$ cat src/rtl/fetch_unit.sv
// fetch_unit: instruction-fetch stage in front of a 1-cycle registered instruction memory.
// It owns the PC, tracks the single in-flight read, and holds returned words in an
// output register plus a skid register so that backpressure never drops a word.
module fetch_unit #(
   parameter int ADDR_WIDTH = 32,
   parameter int MEM_DEPTH  = 64,
   parameter int DATA_WIDTH = 32,
   parameter int RESET_PC   = 0
) (
   input  logic                  clk,
   input  logic                  rst_n,
   input  logic                  halt,
   input  logic                  redirect_valid,
   input  logic [ADDR_WIDTH-1:0] redirect_target,
   output logic [ADDR_WIDTH-1:0] mem_address,
   input  logic [DATA_WIDTH-1:0] mem_instruction,
   output logic                  dec_valid,
   input  logic                  dec_ready,
   output logic [DATA_WIDTH-1:0] dec_instruction,
   output logic [ADDR_WIDTH-1:0] dec_pc
);

   localparam logic [ADDR_WIDTH-1:0] PC_RESET = ADDR_WIDTH'(RESET_PC);
   localparam logic [ADDR_WIDTH-1:0] PC_LAST  = ADDR_WIDTH'(MEM_DEPTH - 1);

   logic [ADDR_WIDTH-1:0] pc;
   logic [ADDR_WIDTH-1:0] pc_next;
   logic                  inflight_valid;
   logic [ADDR_WIDTH-1:0] inflight_pc;
   logic                  skid_valid;
   logic [DATA_WIDTH-1:0] skid_instruction;
   logic [ADDR_WIDTH-1:0] skid_pc;

   logic [1:0] occ;
   logic       pop;
   logic       issue;
   logic       out_free;
   logic       out_load_arrival;
   logic       out_load_skid;
   logic       out_clear;
   logic       skid_load;
   logic       skid_clear;

   assign mem_address = pc;

   // Issue decision: a new fetch goes out only if the buffer can still absorb it
   // once the word lands (stored + in flight, minus this cycle's pop, at most 1).
   always_comb begin
      occ      = {1'b0, dec_valid} + {1'b0, skid_valid} + {1'b0, inflight_valid};
      pop      = dec_valid & dec_ready;
      out_free = ~dec_valid | pop;
      issue    = rst_n & ~halt & ~redirect_valid & ((occ - {1'b0, pop}) <= 2'd1);
      pc_next  = (pc == PC_LAST) ? '0 : pc + ADDR_WIDTH'(1);
   end

   // Buffer steering: the skid entry is always older than a fresh arrival, so it
   // moves to the output first and the arrival takes its place.
   always_comb begin
      out_load_arrival = 1'b0;
      out_load_skid    = 1'b0;
      out_clear        = 1'b0;
      skid_load        = 1'b0;
      skid_clear       = 1'b0;
      if (inflight_valid) begin
         if (out_free) begin
            if (skid_valid) begin
               out_load_skid = 1'b1;
               skid_load     = 1'b1;
            end else begin
               out_load_arrival = 1'b1;
            end
         end else begin
            skid_load = 1'b1;
         end
      end else if (out_free) begin
         if (skid_valid) begin
            out_load_skid = 1'b1;
            skid_clear    = 1'b1;
         end else begin
            out_clear = 1'b1;
         end
      end
   end

   // PC and in-flight tracking; redirect squashes the outstanding read and reloads the PC.
   always_ff @(posedge clk or negedge rst_n) begin
      if (!rst_n) begin
         pc             <= PC_RESET;
         inflight_valid <= 1'b0;
      end else if (redirect_valid) begin
         pc             <= redirect_target;
         inflight_valid <= 1'b0;
      end else begin
         inflight_valid <= issue;
         if (issue) pc <= pc_next;
      end
   end

   // Remember which PC the outstanding read belongs to.
   always_ff @(posedge clk) begin
      if (issue) inflight_pc <= pc;
   end

   // Output register toward the decoder; held stable while stalled.
   always_ff @(posedge clk or negedge rst_n) begin
      if (!rst_n) begin
         dec_valid       <= 1'b0;
         dec_instruction <= '0;
         dec_pc          <= '0;
      end else if (redirect_valid) begin
         dec_valid <= 1'b0;
      end else if (out_load_skid) begin
         dec_valid       <= 1'b1;
         dec_instruction <= skid_instruction;
         dec_pc          <= skid_pc;
      end else if (out_load_arrival) begin
         dec_valid       <= 1'b1;
         dec_instruction <= mem_instruction;
         dec_pc          <= inflight_pc;
      end else if (out_clear) begin
         dec_valid <= 1'b0;
      end
   end

   // Skid occupancy flag.
   always_ff @(posedge clk or negedge rst_n) begin
      if (!rst_n) begin
         skid_valid <= 1'b0;
      end else if (redirect_valid) begin
         skid_valid <= 1'b0;
      end else if (skid_load) begin
         skid_valid <= 1'b1;
      end else if (skid_clear) begin
         skid_valid <= 1'b0;
      end
   end

   // Skid payload; only meaningful while skid_valid is set.
   always_ff @(posedge clk) begin
      if (skid_load) begin
         skid_instruction <= mem_instruction;
         skid_pc          <= inflight_pc;
      end
   end

endmodule

$ cat config.mk
export PLATFORM = sky130hd
export DESIGN_NAME = fetch_unit
export DESIGN_NICKNAME = d
export VERILOG_FILES = /design/src/rtl/fetch_unit.sv
export SDC_FILE = /design/constraint.sdc
export NUM_CORES = 1
export LEC_CHECK = 0
export CORE_MARGIN = 5
export CORE_UTILIZATION = 40
export DETAILED_ROUTE_END_ITERATION = 7
export PLACE_DENSITY = 0.7
export SYNTH_ARGS = -nofsm -noshare
export SYNTH_HDL_FRONTEND = slang
export SYNTH_SLANG_ARGS = --single-unit
export TNS_END_PERCENT = 100
$ cat constraint.sdc
create_clock -name clk -period 3.5 [get_ports clk]
set_input_delay 0.525 -clock clk [delete_from_list [all_inputs] [get_ports clk]]
set_output_delay 0.525 -clock clk [all_outputs]
set_load 0.02 [all_outputs]
# [Word-level counts from Yosys, hierarchy flattened]
# Cells that the tools add are included.
[totals] elab_cells=52 out_inout_bits=97 ff_bits=195 input_bits=69
[op_classes] eq_ne=1 reduce_logical=5 magnitude_cmp=1 n_mux=24 add_sub_neg=4 n_bitwise=8
[ops] cell="2-to-1 mux 32 bit" count=7
[ops] cell="adder 32 x 1 -> 32 bit, second input constant" count=1
[ops] cell="== test 32 x 6 -> 1 bit, second input constant" count=1
[ops] cell="2-to-1 mux 1 bit" count=17
[ops] cell="AND 1 bit" count=4
[ops] cell="nonzero test 2 bit" count=2
[ops] cell="nonzero test 4 bit" count=1
[ops] cell="inverter 1 bit" count=3
[ops] cell="nonzero test 3 bit" count=1
[ops] cell="adder 1 x 1 -> 2 bit" count=1
[ops] cell="adder 2 x 1 -> 2 bit" count=1
[ops] cell="less-or-equal comparator 2 x 1 -> 1 bit, second input constant" count=1
[ops] cell="AND reduction 2 bit" count=1
[ops] cell="subtractor 2 x 1 -> 2 bit" count=1
[ops] cell="bitwise OR 1 bit" count=1

# [Depth between registers and ports, before layout]
[logic_depth] ltp_word=8 depth_mapped=11 ltp_nobuf=10

# [Worst setup path before layout]
# Ideal clock, no wire load.
[synth_path] kind="input -> register" startpoint="in dec_ready" endpoint="reg inflight_pc[0], enable pin" arrival_ns=3.136 n_path_buf=1 required_ns=3.091 cell_stages=9 setup_time_ns=0.409 path_slack_ns=-0.045 path_cell_list="and2_1 -> ha_1 -> inv_1 -> ha_1 -> a21oi_2 -> xor2_2 -> nand3_1 -> inv_1 -> clkbuf_1"
[synth_between] elab_chain_cells=4
[synth_rtl] element="start: declaration" line_no="18" text="input logic dec_ready,"
[synth_rtl] element="AND 1 bit" line_no="50" text="pop = dec_valid & dec_ready;"
[synth_rtl] element="subtractor 2 x 1 -> 2 bit" line_no="52" text="issue = rst_n & ~halt & ~redirect_valid & ((occ - {1'b0, pop}) <= 2'd1);"
[synth_rtl] element="less-or-equal comparator 2 x 1 -> 1 bit" line_no="52"
[synth_rtl] element="AND 1 bit" line_no="52"
[synth_rtl] element="named net issue" line_no="36" text="logic issue;"
[synth_rtl] element="end signal: assignment" line_no="101" text="if (issue) inflight_pc <= pc;"
[synth_rtl] element="end: declaration" line_no="29" text="logic [ADDR_WIDTH-1:0] inflight_pc;"
# The timed path passes the listed nets, and every way through them passes these cells.
# A chain may end at the register's enable or synchronous reset.

# [Worst setup path after layout]
[layout_path] startpoint="in dec_ready" endpoint="reg pc[23], in the netlist mem_address[23]"
[layout_between] elab_chain_cells=5
[layout_rtl] element="AND 1 bit" line_no="50"
[layout_rtl] element="subtractor 2 x 1 -> 2 bit" line_no="52"
[layout_rtl] element="less-or-equal comparator 2 x 1 -> 1 bit" line_no="52"
[layout_rtl] element="AND 1 bit" line_no="52"
[layout_rtl] element="nonzero test 2 bit (no source line)"
[layout_rtl] element="end signal: assignment" line_no="91" text="pc <= redirect_target;"
[layout_rtl] element="end signal: assignment" line_no="95" text="if (issue) pc <= pc_next;"
[layout_rtl] element="end: declaration" line_no="26" text="logic [ADDR_WIDTH-1:0] pc;"
# Every way passes these cells.

==> reports/qor.yml <==
floorplan:
  die_x_um: 151
  initial_core_util_pct: 40.8
  io_pins: 166
  die_area_um2: 22900
  dieHeight_um: 151
  rows: 51
  core-area_um2: 19600
final_layout:
  antenna_cells: 0
  synthToLayoutAreaGrowth_pct: 33.0
  drive_gt1_share_pct: 7.40
  design_area_um2: 10600
  final.fill_count: 1710
  nNetsFinal: 910
global_routing:
  use_met3_pct: 3.68
  busiest_layer: "met2"
  grt_pass1_vias: 5848
  grt_use_met2_pct: 28.1
  grt_max_degree: 67
  antenna_found_initial: 0
  grt_pass1_wl_um: 31900
  use_met1_pct: 25.2
  grt_util_all_layers_pct: 17.9
  overflow: 0
routing:
  drt_iter0_markers: 421
  dr.pass1.iters: 5
  viasPerCell: 5.41
  ant_nets: 0
  vias: 6034
  drt_wl_total_um: 20300
  drt-wirelength-per-cell_um: 18.2
  post-route-drc-count: 0
worst_setup_path:
  cp-end-kind: "register"
  cpPeakStageDelay_ps: 450
  worst-path-stages: 12
  cp.arrival_ps: 3370
  cp.required_ps: 3830
  critPathKind: "in2reg"
  ff2ff_path_depth: 11
  crit_family: "buffers and inverters"
  rrSetupSlack_ps: 580
  slowest_stage: "clkdlybuf4s50_1"
  crit_chain: "clkdlybuf4s50_1 -> and2_1 -> ha_1 -> inv_1 -> ha_1 -> a21oi_2 -> xor2_2 -> nand3_1 -> inv_1 -> buf_4 -> a31oi_1 -> o211ai_1"
  start_kind: "primary input"
  crit_buf_inv: 4
  critPathMaxFanout: 27
sta:
  period_share_pct: 86.7
  slew_viol_final: 0
  fin_skew_ps: 10.7
  tightest_slew_ps: 906
  fmax_mhz: 330
  fin_crit_ps: 3030
  slew_headroom_pct: 39.6
  hold_viol: 0
  rsz0062_at_grt: "false"
  finalSetupTns_ps: 0
  finalSetupViolCount: 0
logic_synthesis:
  ys.flop_type: "dfrtp_1"
  ys_async_sr_fraction_pct: 50.8
  syn_inst: 677
  yosysWarnings: 0
  synth_cell_types: 51
  yosys_register_bits: 195
  yosysSeqAreaShare_pct: 67.1
  syn-num-nets: 749
  synth_edf_count: 96
  syn-mean-instance-area_um2: 11.8
  syn_area_um2: 7990
placed_design:
  portBuffers: 165
  hpwl_um: 14100
  gp_congestion: 0.929
  placed_cell_area_um2: 10000
clock_tree:
  cts_buffer_depth: 2
  cts_tree: "done"
  cts-resized-gates: 0
  cts_hold_buf: 0
  htree_levels: 4
  cts_buffers: 17
  clockRootBuffer: "clkbuf_16"
  cts.sink_count: 195
  clkSlewWorstSetupHoldPaths_ps: 70
  postCtsSetupRepairBufs: 0
  clock_latency_ps: 430
pwr:
  leakage_nw: 3.97
  ir_drop_mv: 0.357
  p_per_area_nw_per_um2: 547
min_path:
  hold_class: "in2async"
status:
  status: "finished clean"
run:
  cap_violations: 0
worst reg2reg max path: cells and delay by family, from the launching register on:
kind                     cells  cell delay, ps
AO/OA/AOI/OAI                3             550
XOR/XNOR                     1             320
adder cells (fa/ha/maj)      2             530
buffers and inverters        3             520
flip-flops                   1             440
AND/OR/NAND/NOR              2             470
final cells by class:
cell class                 count  area [um^2]  share of cell area [%]
tap                          265          332                    3.12
clock buffer                  18          439                    4.13
sequential                   195         5360                    50.5
multi-input combinational    425         2420                    22.8
inverter                      15         56.3                   0.530
clock inverter                14          169                    1.59
timing repair buffer         184         1840                    17.3
metrics by stage:
| stage | worst slack (ps) | cells | hold slack (ps) | power [mW] | utilization, % |
|---|---|---|---|---|---|
| 6_report | 465 | 1116 | 151 | 5.81 | 54.2 |
| 5_1_grt | 196 | 1116 | 182 | 6.08 | 54.2 |
| 4_1_cts | 471 | 1116 | 153 | 5.88 | 54.2 |
| 3_5_place_dp | 39.7 | 1084 | 442 | 3.91 | 51.1 |
| 3_3_place_gp | 88.7 | 1084 | 438 | 3.88 | 51.1 |
| 2_1_floorplan | 515 | 677 | 229 | 3.27 | - |
power breakdown:
| part | switching, mW | internal [mW] |
|---|---|---|
| Sequential | 0.182 | 2.62 |
| Combinational | 0.541 | 0.501 |
| Clock | 0.875 | 1.10 |
state kept, by name (all words and copies together) (netlist names):
signal / count
dec_instruction: 32
dec_pc: 32
dec_valid: 1
inflight_pc: 32
inflight_valid: 1
mem_address: 32
skid_instruction: 32
skid_pc: 32
skid_valid: 1
synthesized netlist by cell type, types with 3 or more instances:
master | n | area share [%]
a21oi_1 | 13 | 0.81
a22oi_1 | 8 | 0.75
a31oi_1 | 7 | 0.55
a32oi_1 | 5 | 0.55
and3_1 | 6 | 0.47
and4_1 | 7 | 0.77
buf_2 | 3 | 0.19
clkbuf_1 | 36 | 1.7
dfrtp_1 | 99 | 31
edfxtp_1 | 96 | 36
ha_1 | 3 | 0.47
inv_1 | 15 | 0.70
nand2_1 | 104 | 4.9
nand3_1 | 22 | 1.4
nand4_1 | 18 | 1.4
nor2_1 | 16 | 0.75
nor3_1 | 10 | 0.63
nor4_1 | 12 | 0.94
o211ai_1 | 9 | 0.85
o21ai_0 | 75 | 4.7
o22ai_1 | 64 | 5.0
or3_1 | 3 | 0.24
or4_1 | 3 | 0.28
or4b_1 | 6 | 0.75
xor2_1 | 4 | 0.44
cells by family (layout without fill, tap and decap cells):
family                     Yosys count  in the layout  share of synthesized area [%]
and+or+nand+nor                    219            219                           14.0
DFF                                195            195                           67.1
AOI/OAI and AO/OA                  194            194                           14.6
buffers and inverters               57            231                           2.74
xor gates and xnor gates             7              7                          0.862
adders and majority gates            3              3                          0.470
muxes                                2              2                          0.266
final timing paths:
| path | from | end |
|---|---|---|
| max | dec_ready | mem_address[23]$_DFFE_PN0P_ |
| min | rst_n | dec_pc[7]$_DFFE_PN0P_ |
| max reg2reg | dec_valid$_DFFE_PN0P_ | mem_address[23]$_DFFE_PN0P_ |
| min reg2reg | inflight_pc[28]$_DFFE_PP_ | skid_pc[28]$_DFFE_PP_ |
| max in group asynchronous | rst_n | dec_pc[0]$_DFFE_PN0P_ |
| min in group clk | inflight_pc[28]$_DFFE_PP_ | skid_pc[28]$_DFFE_PP_ |
cells in the final DEF (no fill, tap or decap), types with 4 or more instances in the layout:
cell type	netlist	final
clkbuf_16	0	17
clkdlybuf4s50_1	0	164
nor3_1	10	10
and3_1	6	6
a32oi_1	5	5
clkinvlp_4	0	5
nor4_1	12	12
nand3_1	22	22
xor2_1	4	4
o211ai_1	9	9
and4_1	7	7
a31oi_1	7	7
nor2_1	16	15
o22ai_1	64	64
nand2_1	104	104
inv_1	15	13
o21ai_0	75	75
a22oi_1	8	8
edfxtp_1	96	96
nand4_1	18	18
buf_12	0	4
a21oi_1	13	13
buf_4	0	16
or4b_1	6	6
inv_8	0	4
dfrtp_1	99	99
routing by layer:
layer / wire, um / part of all wire (%) / vias to the layer above
met3: 1480 / 7.3 / 20
met2: 9460 / 47 / 255
met1: 9150 / 45 / 2863
met4: 219 / 1.1 / 0
li1: - / - / 2896
met5: 0 / 0 / -
(Power assumes the default switching activity.)
